**config.mk**
```make
export PLATFORM = sky130hd
export DESIGN_NAME = match_controller
export DESIGN_NICKNAME = d
export VERILOG_FILES = /design/src/rtl/match_controller.sv
export SDC_FILE = /design/constraint.sdc
export NUM_CORES = 1
export LEC_CHECK = 0
export ABC_AREA = 1
export CAP_MARGIN = 20
export CORE_MARGIN = 4
export CORE_UTILIZATION = 52
export DETAILED_ROUTE_END_ITERATION = 7
export PLACE_DENSITY_LB_ADDON = 0.05
export SLEW_MARGIN = 20
export SYNTH_ARGS = -nofsm -noshare
export SYNTH_HDL_FRONTEND = slang
export SYNTH_SLANG_ARGS = --single-unit
```
**constraint.sdc**
```tcl
create_clock -name clk -period 1.72 [get_ports clk]
set_clock_uncertainty 0.15 [all_clocks]
set_input_delay 0.344 -clock clk [delete_from_list [all_inputs] [get_ports clk]]
set_output_delay 0.344 -clock clk [all_outputs]
set_load 0.01 [all_outputs]
```
**src/rtl/match_controller.sv**
```systemverilog
// Rally/score sequencer for the pong datapath: serve, rally, goal freeze and match-over.
// Optional build macro MATCH_CTRL_AUTO_RESTART_EN adds an automatic restart timer in OVER.
module match_controller #(
    parameter int WIN_SCORE    = 7,
    parameter int SERVE_FRAMES = 60,
    parameter int GOAL_FRAMES  = 90
) (
    input  logic       clk,
    input  logic       rst_n,
    input  logic       frame_tick,
    input  logic       start,
    input  logic       pause,
    input  logic       goal_p1,
    input  logic       goal_p2,
    output logic       game_rst,
    output logic       ball_en,
    output logic       serve_dir,
    output logic [3:0] score_p1,
    output logic [3:0] score_p2,
    output logic [1:0] winner,
    output logic [2:0] state
);

    localparam logic [2:0] ST_IDLE  = 3'd0;
    localparam logic [2:0] ST_SERVE = 3'd1;
    localparam logic [2:0] ST_RALLY = 3'd2;
    localparam logic [2:0] ST_GOAL  = 3'd3;
    localparam logic [2:0] ST_OVER  = 3'd4;

    localparam int TMAX = (SERVE_FRAMES > GOAL_FRAMES) ? SERVE_FRAMES : GOAL_FRAMES;
    localparam int TW   = $clog2(TMAX + 1);
    localparam logic [TW-1:0] SERVE_LAST = TW'(SERVE_FRAMES - 1);
    localparam logic [TW-1:0] GOAL_LAST  = TW'(GOAL_FRAMES - 1);
    localparam logic [3:0]    WIN        = 4'(WIN_SCORE);

`ifdef MATCH_CTRL_AUTO_RESTART_EN
    localparam int AW = $clog2(4 * GOAL_FRAMES + 1);
    localparam logic [AW-1:0] AUTO_LAST = AW'(4 * GOAL_FRAMES - 1);
    logic [AW-1:0] aux_r, aux_s;
`endif

    logic [2:0]    state_r, state_s;
    logic [TW-1:0] timer_r, timer_s;
    logic [3:0]    score_p1_r, score_p1_s;
    logic [3:0]    score_p2_r, score_p2_s;
    logic [1:0]    winner_r, winner_s;
    logic          serve_dir_r, serve_dir_s;
    logic          game_rst_r, game_rst_s;
    logic          ball_en_r, ball_en_s;
    logic          restart_s;

    // Scores stop at the winning value so they can never wrap.
    function automatic logic [3:0] sat_inc(input logic [3:0] v);
        if (v < WIN) begin
            return v + 4'd1;
        end else begin
            return v;
        end
    endfunction

    // Next-state and next-output computation for the match sequencer.
    always_comb begin
        state_s     = state_r;
        timer_s     = timer_r;
        score_p1_s  = score_p1_r;
        score_p2_s  = score_p2_r;
        winner_s    = winner_r;
        serve_dir_s = serve_dir_r;
        game_rst_s  = 1'b0;
        restart_s   = 1'b0;
`ifdef MATCH_CTRL_AUTO_RESTART_EN
        aux_s       = aux_r;
`endif
        case (state_r)
            ST_IDLE: begin
                if (start) begin
                    state_s    = ST_SERVE;
                    timer_s    = '0;
                    game_rst_s = 1'b1;
                end else begin
                    state_s = ST_IDLE;
                end
            end
            ST_SERVE: begin
                if (frame_tick && !pause) begin
                    if (timer_r == SERVE_LAST) begin
                        state_s = ST_RALLY;
                        timer_s = '0;
                    end else begin
                        timer_s = timer_r + TW'(1);
                    end
                end else begin
                    timer_s = timer_r;
                end
            end
            ST_RALLY: begin
                // Both flags in one clock is a replay: no point awarded.
                if (goal_p1 && goal_p2) begin
                    state_s = ST_GOAL;
                    timer_s = '0;
                end else if (goal_p1) begin
                    state_s     = ST_GOAL;
                    timer_s     = '0;
                    score_p1_s  = sat_inc(score_p1_r);
                    serve_dir_s = 1'b1;
                end else if (goal_p2) begin
                    state_s     = ST_GOAL;
                    timer_s     = '0;
                    score_p2_s  = sat_inc(score_p2_r);
                    serve_dir_s = 1'b0;
                end else begin
                    state_s = ST_RALLY;
                end
            end
            ST_GOAL: begin
                if (frame_tick && !pause) begin
                    if (timer_r == GOAL_LAST) begin
                        timer_s = '0;
                        if ((score_p1_r == WIN) || (score_p2_r == WIN)) begin
                            state_s  = ST_OVER;
                            winner_s = (score_p1_r == WIN) ? 2'b01 : 2'b10;
`ifdef MATCH_CTRL_AUTO_RESTART_EN
                            aux_s    = '0;
`endif
                        end else begin
                            state_s    = ST_SERVE;
                            game_rst_s = 1'b1;
                        end
                    end else begin
                        timer_s = timer_r + TW'(1);
                    end
                end else begin
                    timer_s = timer_r;
                end
            end
            ST_OVER: begin
                restart_s = start;
`ifdef MATCH_CTRL_AUTO_RESTART_EN
                if (!start && frame_tick) begin
                    if (aux_r == AUTO_LAST) begin
                        restart_s = 1'b1;
                    end else begin
                        aux_s = aux_r + AW'(1);
                    end
                end else begin
                    aux_s = aux_r;
                end
`endif
                if (restart_s) begin
                    state_s     = ST_SERVE;
                    timer_s     = '0;
                    game_rst_s  = 1'b1;
                    score_p1_s  = 4'd0;
                    score_p2_s  = 4'd0;
                    winner_s    = 2'b00;
                    serve_dir_s = 1'b0;
                end else begin
                    state_s = ST_OVER;
                end
            end
            default: begin
                state_s = ST_IDLE;
                timer_s = '0;
            end
        endcase
        ball_en_s = (state_s == ST_RALLY) && !pause;
    end

    // State and output registers.
    always_ff @(posedge clk or negedge rst_n) begin
        if (!rst_n) begin
            state_r     <= ST_IDLE;
            timer_r     <= '0;
            score_p1_r  <= 4'd0;
            score_p2_r  <= 4'd0;
            winner_r    <= 2'b00;
            serve_dir_r <= 1'b0;
            game_rst_r  <= 1'b0;
            ball_en_r   <= 1'b0;
        end else begin
            state_r     <= state_s;
            timer_r     <= timer_s;
            score_p1_r  <= score_p1_s;
            score_p2_r  <= score_p2_s;
            winner_r    <= winner_s;
            serve_dir_r <= serve_dir_s;
            game_rst_r  <= game_rst_s;
            ball_en_r   <= ball_en_s;
        end
    end

`ifdef MATCH_CTRL_AUTO_RESTART_EN
    // Auto-restart counter, only meaningful while in OVER.
    always_ff @(posedge clk or negedge rst_n) begin
        if (!rst_n) begin
            aux_r <= '0;
        end else begin
            aux_r <= aux_s;
        end
    end
`endif

    assign game_rst  = game_rst_r;
    assign ball_en   = ball_en_r;
    assign serve_dir = serve_dir_r;
    assign score_p1  = score_p1_r;
    assign score_p2  = score_p2_r;
    assign winner    = winner_r;
    assign state     = state_r;

endmodule

```
### After elaboration in Yosys (flattened, before gate mapping)

Index checks and enable logic that the tools add are counted.

* add/sub/neg operators: 3
* $lt $le $gt $ge: 2
* equality and inequality tests: 23
* multiplexer cells: 46
* reduce and logical (&&, ||, !) cells: 14

Operators with widths (number)
* $mux W7: 8
* $mux W4: 8
* $pmux W7 S4: 1
* $ne A2 B2 Y1 const B: 11
* $mux W3: 6
* $pmux W4 S2: 2
* $pmux W3 S5: 1
* $mux W1: 12
* $mux W2: 5
* $reduce_and A5 Y1: 2
* $eq A3 B2 Y1 const B: 3
* $add A4 B1 Y4 const B: 2
* $eq A4 B3 Y1 const B: 2
* $lt A4 B3 Y1 const B: 2
* $reduce_and A4 Y1: 2
* $add A7 B1 Y7 const B: 1
* $eq A7 B6 Y1 const B: 1
* $eq A7 B7 Y1 const B: 1
* $reduce_and A6 Y1: 1
* $ne A4 B4 Y1 const B: 1
* $pmux W1 S2: 2
* $pmux W2 S2: 1
* $reduce_bool A2 Y1: 2
* $eq A3 B1 Y1 const B: 1
* 8 further kinds: 10

* flip-flop bits (word level): 23
* input port bits: 7
* logic and storage cells: 96

### Depth between registers and ports, before layout

Gate-level depths: netlist of run 1.

* depth in word-level cells: 8
* depth in mapped cells: 11
* mapped depth without buffers: 11

### Worst setup path after synthesis of run 1

Ideal clock, no wire load.

* kind: register -> register
* start point: register score_p1_r[0], in the netlist score_p1[0]
* end point: register score_p1_r[3], in the netlist score_p1[3]
* arrival time: 1.325 ns
* data required time: 1.452 ns
* setup slack: 0.127 ns
* stages on the path, launching flop included: 8
* path buffers: 0
* clock period less this slack: 1.593 ns
* path through: dfrtp_1 ha_1 nand2_1 inv_1 o31ai_2 nand2_1 nand2_1 nand2_1

* cells in the longest elaborated chain, start to end: 5
* elaborated cells on any way between the ends: 8
* classes of those cells: 1 x add/sub; 1 x order compare; 1 x eq/ne; 4 x mux; 1 x reduce/logical

Ends and longest elaborated chain
* start, declared: line 44 `logic [3:0] score_p1_r, score_p1_s;`
* start signal, assigned: line 183 `score_p1_r <= score_p1_s;`
* $add A4 B1 Y4: line 55 `return v + 4'd1;`
* $mux W4: line 54 `if (v < WIN) begin`
* $mux W4: line 101 `end else if (goal_p1) begin`
* $mux W4: line 98 `if (goal_p1 && goal_p2) begin`
* $pmux W4 S2: line 74 `case (state_r)`

Several ways; a longest one is shown, not always the timed one. The select of a mux whose other input is x is not followed.
A chain may end at the register's enable or synchronous reset.

### Final worst setup path of run 1

* start point: register score_p1_r[0], in the netlist score_p1[0]
* end point: output score_p1[0]

RTL lines
* end, declared: line 18 `output logic [3:0] score_p1,`

No word-level cell between the ends.

==> impl_metrics.yaml, run 1 <==
worst_setup_path:
  arrival_ns: 1.15
  rrSetupSlack_ns: 0.08
  crit_type: "reg2out"
  cp.required_ns: 1.23
  crit_chain: "buf_4 > dlygate4sd2_1"
  rr_startpoint: "state[2]"
  crit_path_start: "score_p1[0]"
  r2r-end: "score_p2[1]"
  cp-endpoint: "score_p1[0]"
  crit_fanout: 4
  ff2ff_path_depth: 10
  critPathSlowestCell: "dfrtp_1"
  end_kind: "output pin"
  slowest_delay_ns: 0.41
  cp-start-kind: "register"
synth:
  synth_nets: 208
  ys_ff_latch: 23
  synth_area_um2: 1440
  synth.distinct_cells: 27
  synth-seq-area-share: 0.3997
  avgSynthCellArea_um2: 7.310
  yosysWarnings: 0
  synthCells: 197
sta:
  setup_violations: 0
  hold_violations: 0
  finalSetupTns_ns: 0
  finalCriticalPeriod_ns: 1.643
  fmax_mhz: 608.6
  maxSlewViolCount: 0
  finalCritPeriodShare: 0.9553
  rsz0062_at_grt: "true"
  tightest_slew_ns: 0.3366
  slew_headroom: 0.7739
outcome:
  status: "finished, final reports clean"
power:
  power.total_w: 0.001145
  clkPwrFrac: 0.229
  internal_power_w: 0.0007681
  p_sw_frac: 0.3290
  seqPwrFrac: 0.557
  power.switching_w: 0.0003766
  power_leakage_nw: 1.082
  comb_power_share: 0.214
  peakVddDrop_uv: 525.4
  p_per_area_nw_per_um2: 589.5
global_route:
  track_usage: 0.2066
  antenna_found_initial: 0
  overflow: 0
  grt_max_degree: 24
  grt_pass1_wl_um: 5796
  grt_pass1_vias: 1400
route:
  vias_per_cell: 5.328
  drc_errors: 0
  num_vias: 1460
  drt_iter0_markers: 75
  drt_wl_total_um: 3610
  ant_nets: 0
  detail_route.wl_per_cell_um: 13.18
  dr.pass1.iters: 5
place:
  place_hpwl_um: 2505
  io_buffers: 22
  gp_congestion: 0.9202
  placed_cell_area_um2: 1774
layout:
  multi_input_area_um2: 790.8
  syn_to_final_growth_pct: 34.84
  nNetsFinal: 256
  post_route_cells_drive_above_1_share: 0.2377
  antenna_cells: 0
  fillers: 199
  fin_area_um2: 1942
  regArea_um2: 575.6
clocking:
  root_buffer: "clkbuf_4"
  clkLatencyLatePin_ns: 0.31
  cts_made_buffers: 3
  htreeDepth: 1
  cts.clk_slew.worst_paths_ns: 0.14
  hold_buffers: 0
  cts_tree: "built"
  clock_path_buffers: 2
  cts.sinks: 23
floorplan:
  fp-row-count: 18
  start_util: 0.5609
  die_area_um2: 3675
  die_height_um: 60.63
  pin_count: 23
  die_w_um: 60.63
  core_um2: 2567
flow_run:
  drv_cap: 0
min_path:
  min_path_type: "in2async"
[cell usage after synthesis]
cell      count  share of area
nand2_1      54           0.14
nand3_1      30           0.10
dfrtp_1      23           0.40
nor2_1       21          0.055
inv_1        20          0.052
o21ai_0       7          0.024
inv_2         6          0.016
a21oi_1       5          0.017
ha_1          4          0.035
nor3_1        3          0.010
o21ai_1       3          0.010
inv_4         2         0.0087
nand2_4       2          0.016
nand4_1       2         0.0087
nor2_2        2         0.0087
xor2_1        2          0.012
a21boi_0      1         0.0052
a21boi_1      1         0.0052
a21boi_4      1          0.013
buf_4         1         0.0052
buf_6         1         0.0078
nand2_2       1         0.0043
nand3_2       1         0.0070
nand3b_1      1         0.0052
nor2_8        1          0.014
o21ai_2       1         0.0061
o31ai_2       1         0.0087
[layout by cell type (no fill, tap or decap), types with 5 or more instances in the layout]
cell	Yosys	final
a21oi_1	5	5
buf_4	1	22
clkdlybuf4s50_1	0	6
dfrtp_1	23	23
dlygate4sd2_1	0	14
inv_1	20	18
inv_2	6	6
nand2_1	54	49
nand2_2	1	6
nand3_1	30	28
nor2_1	21	19
o21ai_0	7	6
[final cells by class]
class                      instances  area share
tap                               30     0.01933
clock inverter                     1    0.002577
sequential                        23      0.2964
multi-input combinational        144      0.4072
inverter                          28     0.06057
clock buffer                       3     0.01160
timing repair buffer              45      0.2023
[worst max-delay path: cells and delay by family (launching register included)]
family	cells	cell delay, ns
buffers and inverters	2	0.43
DFF	1	0.41
[cell families (layout without fill, tap and decap cells)]
| logic type | count (synthesis) | count (layout) | share of synthesized area |
|---|---|---|---|
| compound gates | 20 | 20 | 0.09035 |
| xor+xnor | 2 | 2 | 0.01217 |
| fa+ha+maj | 4 | 4 | 0.03475 |
| buf+inv | 30 | 77 | 0.08948 |
| flops | 23 | 23 | 0.3997 |
| simple gates | 118 | 118 | 0.3736 |
[per-stage QoR]
stage | utilization | setup WS, ns | cells | hold WS (ns)
4_1_cts | 0.7271 | 0.02138 | 273 | 0.2127
5_1_grt | 0.7563 | -0.08568 | 274 | 0.2097
3_5_place_dp | 0.6910 | -0.2329 | 258 | 0.3227
3_3_place_gp | 0.6910 | -0.1280 | 258 | 0.3238
6_report | 0.7563 | 0.07685 | 274 | 0.2046
2_1_floorplan | - | 0.1265 | 197 | -0.1016
[repair_timing]
item | in CTS | in global routing
gates resized for setup | 14 | 22
setup buffers | 11 | 2
setup endpoints to repair | 14 | 22
pin swaps | 0 | 2
[flip-flops by register name, indices dropped and copies added, names as in the netlist]
signal / cells
serve_dir: 1
winner: 2
score_p2: 4
state: 3
timer_r: 7
game_rst: 1
ball_en: 1
score_p1: 4
[worst min-delay path by stage]
stage          startpoint         end  slack [ns]  cells past startpoint
6_report            rst_n  timer_r[4]        0.20                      2
5_1_grt             rst_n  timer_r[4]        0.21                      2
4_1_cts             rst_n  timer_r[4]        0.21                      2
3_5_place_dp    winner[1]   winner[1]        0.32                      2
3_3_place_gp    winner[1]   winner[1]        0.32                      2
2_1_floorplan       rst_n     ball_en       -0.10                      0
[layer usage]
metal	wire [um]	global-route usage	vias up	share of wire
met1	1537	0.2566	681	0.43
met5	0	0	-	0
li1	-	-	731	-
met4	48	0.08978	0	0.013
met2	1885	0.3603	42	0.52
met3	138	0.02340	6	0.038
[power by group through the flow]
stage                     logic, W  clock network, W  registers [W]
after floorplan           0.000158                 0       0.000637
after global placement    0.000223                 0       0.000640
after detailed placement  0.000229                 0       0.000647
after CTS                 0.000233          0.000276       0.000634
after global routing      0.000280          0.000298       0.000642
final                     0.000245          0.000262       0.000638
Power figures use the tool's default switching activity.
==> inputs of run 2 (changes only) <==
--- a/config.mk
+++ b/config.mk
@@ -7,6 +7,7 @@
 export LEC_CHECK = 0
 export ABC_AREA = 1
 export CAP_MARGIN = 20
+export CORE_ASPECT_RATIO = 1.25
 export CORE_MARGIN = 4
 export CORE_UTILIZATION = 52
 export DETAILED_ROUTE_END_ITERATION = 7
==> impl_metrics.yaml, run 2 (synthesized netlist as in run 1, its figures left out) <==
layout:
  post_route_cells_drive_above_1_share: 0.2320
  fin_area_um2: 1983
  antenna_cells: 0
  multi_input_area_um2: 765.7
  syn_to_final_growth_pct: 37.71
  nNetsFinal: 262
  fillers: 237
  top_register: "timer_r"
  regArea_um2: 575.6
  utilization: 0.7400
  largest_reg_flops: 7
  mostFrequentLayoutCell: "nand2_1"
  final_cell_mix: "nand2_1, nand3_1, buf_4, dfrtp_1"
clocking:
  root_buffer: "clkbuf_4"
  clock_path_buffers: 2
  clkLatencyLatePin_ns: 0.30
  cts_made_buffers: 3
  hold_buffers: 0
  cts.sinks: 23
  htreeDepth: 1
  cts.clk_slew.worst_paths_ns: 0.13
  cts_tree: "built"
min_path:
  min_path_type: "in2async"
worst_setup_path:
  end_kind: "output pin"
  critPathSlowestCell: "dfrtp_1"
  slowest_delay_ns: 0.54
  crit_chain: "dlygate4sd2_1"
  crit_fanout: 4
  cp_top_family: "flip-flops"
  arrival_ns: 1.16
  crit_type: "reg2out"
  path_buf_inv: 1
  cp.required_ns: 1.23
  cp-start-kind: "register"
sta:
  fin_ws_ns: 0.06591
  tightest_slew_ns: 0.3685
  finalCriticalPeriod_ns: 1.654
  finalCritPeriodShare: 0.9617
  rsz0062_at_grt: "true"
  maxSlewViolCount: 0
  holdWs_ns: 0.2300
  hold_violations: 0
  fmax_mhz: 604.6
  setup_violations: 0
  slew_headroom: 0.7525
power:
  peakVddDrop_uv: 386.6
  power.total_w: 0.001127
  power_leakage_nw: 1.137
  p_per_area_nw_per_um2: 568.1
route:
  vias_per_cell: 5.067
  drc_errors: 0
  num_vias: 1439
  dr.pass1.iters: 4
  ant_nets: 0
  detail_route.wl_per_cell_um: 12.07
  drt_iter0_markers: 29
  drt_wl_total_um: 3427
floorplan:
  core_um2: 2680
  pin_count: 23
  die_w_um: 55.07
  fp-row-count: 21
  die_height_um: 66.84
  start_util: 0.5373
  die_area_um2: 3681
global_route:
  overflow: 0
  track_usage: 0.2115
  antenna_found_initial: 0
  grt_pass1_wl_um: 5733
  grt_pass1_vias: 1355
  grt_max_degree: 24
place:
  place_hpwl_um: 2543
  dp_slack_ns: -0.1544
  placed_cell_area_um2: 1794
  gp_congestion: 0.7874
  io_buffers: 22
outcome:
  status: "finished, final reports clean"
flow_run:
  drv_cap: 0
==> run 2: changes by cell type in the layout (fill, tap and decap cells not counted), sizes merged <==
cell,delta
buf,+6
dlygate4sd2,-1
dlymetal6s2s,+1
==> run 2: path summary, 6_finish.rpt <==
kind / startpoint / end / slack (ns) / cells after the start
setup / recovery: state[1] / state[1] / 0.07 / 1
hold / removal: rst_n / ball_en / 0.23 / 2
setup reg to reg: state[1] / score_p2[2] / 0.07 / 9
hold reg to reg: winner[1] / winner[1] / 0.35 / 2
max in group asynchronous: rst_n / serve_dir / 0.96 / 2
min in group clk: winner[1] / winner[1] / 0.35 / 2
==> run 2: area by class of cell <==
cell class,count,area share
Timing Repair Buffer,51,0.2290
Inverter,28,0.05931
Multi-Input combinational cell,144,0.3861
Tap cell,34,0.02145
Sequential cell,23,0.2902
Clock inverter,1,0.002524
Clock buffer,3,0.01136
==> run 2: routing by layer <==
metal  GRT usage  routed length [um]  vias up
met5           0                   0        -
met4     0.08207                  49        0
met3     0.02013                  90        4
met2      0.3743                1827       29
met1      0.2528                1459      668
li1            -                   -      738
==> run 2: power breakdown <==
group          leakage, nW  switching, W  internal (W)
Clock               0.0177      0.000159     0.0000867
Combinational        0.813      0.000149     0.0000942
Sequential           0.306     0.0000490      0.000588
==> run 2: repair_timing <==
action | in CTS | in global routing
endpoints found under the hold margin | 0 | 0
gates resized for setup | 13 | 15
endpoints found under the setup margin | 14 | 22
pin swaps | 0 | 2
gates cloned | 0 | 0
setup buffers | 9 | 9
==> run 2: through the flow <==
stage,TNS [ns],instances
6_report,0,284
5_1_grt,-0.007105,284
4_1_cts,0,277
3_5_place_dp,-2.379,264
3_3_place_gp,-1.915,264
2_1_floorplan,0,197
==> inputs of run 3 (changes only) <==
--- a/config.mk
+++ b/config.mk
@@ -9,7 +9,7 @@
 export CAP_MARGIN = 20
 export CORE_ASPECT_RATIO = 1.25
 export CORE_MARGIN = 4
-export CORE_UTILIZATION = 52
+export CORE_UTILIZATION = 35
 export DETAILED_ROUTE_END_ITERATION = 7
 export PLACE_DENSITY_LB_ADDON = 0.05
 export SLEW_MARGIN = 20
==> impl_metrics.yaml, run 3 (synthesized netlist as in run 1, its figures left out) <==
outcome:
  status: "finished, final reports clean"
route:
  ant_nets: 0
  drt_wl_total_um: 3559
  detail_route.wl_per_cell_um: 11.71
  drc_errors: 0
  num_vias: 1429
  dr.pass1.iters: 4
  drt_iter0_markers: 36
  vias_per_cell: 4.701
floorplan:
  die_height_um: 79.72
  die_area_um2: 5211
  fp-row-count: 25
  start_util: 0.3713
  pin_count: 23
  die_w_um: 65.38
  core_um2: 3879
sta:
  tightest_slew_ns: 0.3345
  fmax_mhz: 597.6
  slew_headroom: 0.7753
  finalCriticalPeriod_ns: 1.673
  finalCritPeriodShare: 0.9728
  hold_violations: 0
  maxSlewViolCount: 0
  setup_violations: 0
global_route:
  antenna_found_initial: 0
  grt_max_degree: 24
  grt_pass1_vias: 1458
  track_usage: 0.1533
  overflow: 0
  grt_pass1_wl_um: 6272
layout:
  top_register: "timer_r"
  regArea_um2: 575.6
  finalNonFillerCells: 304
  multi_input_area_um2: 772.0
  mostFrequentLayoutCell: "nand2_1"
  antenna_cells: 0
  nNetsFinal: 262
  syn_to_final_growth_pct: 41.44
  fin_area_um2: 2037
  post_route_cells_drive_above_1_share: 0.2360
  final_cell_mix: "nand2_1, nand3_1, buf_4, dfrtp_1"
  largest_reg_flops: 7
  fillers: 416
clocking:
  hold_buffers: 0
  clkLatencyLatePin_ns: 0.27
  cts_made_buffers: 3
  root_buffer: "clkbuf_8"
  htreeDepth: 1
  cts_tree: "built"
  cts.sinks: 23
  cts.clk_slew.worst_paths_ns: 0.08
  clock_path_buffers: 2
power:
  peakVddDrop_uv: 312.8
  power_leakage_nw: 1.119
  p_per_area_nw_per_um2: 604.4
  power.total_w: 0.001231
flow_run:
  drv_cap: 0
worst_setup_path:
  path_buf_inv: 1
  cp_top_family: "buffers and inverters"
  end_kind: "output pin"
  cp.required_ns: 1.23
  crit_fanout: 2
  critPathSlowestCell: "clkdlybuf4s50_1"
  ff2ff_path_depth: 10
  cp.depth: 1
  crit_chain: "clkdlybuf4s50_1"
  crit_type: "reg2out"
  arrival_ns: 1.18
  slowest_delay_ns: 0.54
  cp-start-kind: "register"
min_path:
  min_path_type: "in2async"
place:
  placedCellCount: 288
  io_buffers: 22
  place_hpwl_um: 2774
  placed_cell_area_um2: 1849
  gp_congestion: 0.8078
run 3: cell count changes in the layout (fill, tap and decap cells not counted), sizes merged:
cell           delta
clkinv            -1
dlygate4sd2       -9
dlymetal6s2s      +2
clkbuf            +1
clkdlybuf4s50     +7
run 3: what timing repair did:
item	CTS	global route
hold endpoints to repair	0	0
setup buffers	6	6
setup endpoints to repair	10	23
resized for setup	4	20
pin swaps	0	3
run 3: metal layers:
metal  global-route usage  part of all wire  vias to the layer above
met4              0.07469             0.018                        0
met2               0.2786              0.54                       13
met5                    0                 0                        -
met1               0.1697              0.42                      680
met3              0.02535             0.023                        4
li1                     -                 -                      732
run 3: stage by stage:
step / hold slack, ns / setup TNS [ns] / util / setup WS (ns)
3_5_place_dp: 0.3329 / -3.428 / 0.4768 / -0.2730
6_report: 0.2768 / 0 / 0.5252 / 0.04672
2_1_floorplan: -0.1016 / 0 / - / 0.1265
3_3_place_gp: 0.3230 / -2.856 / 0.4768 / -0.1851
5_1_grt: 0.2908 / -0.001801 / 0.5252 / -0.001276
4_1_cts: 0.2821 / 0 / 0.4987 / 0.01391
run 3: final timing paths:
path | to | startpoint | slack, ns
max in group asynchronous | score_p2[0] | rst_n | 0.90
min reg2reg | winner[1] | winner[1] | 0.34
max reg2reg | score_p2[1] | state[1] | 0.10
min in group clk | winner[1] | winner[1] | 0.34
min | timer_r[0] | rst_n | 0.28
max | score_p1[3] | score_p1[3] | 0.05
run 3: power breakdown:
part | internal, W | switching (W)
Clock | 0.000166 | 0.000181
Combinational | 0.000103 | 0.000147
Sequential | 0.000588 | 0.0000464
Total | 0.000857 | 0.000374
run 3: cell type report:
cell class              instances  area share
well taps                      54     0.03317
multi-input cells             144      0.3790
inverters                      28     0.05651
clock buffers                   4     0.02211
repair buffers                 51      0.2267
flip-flops and latches         23      0.2826
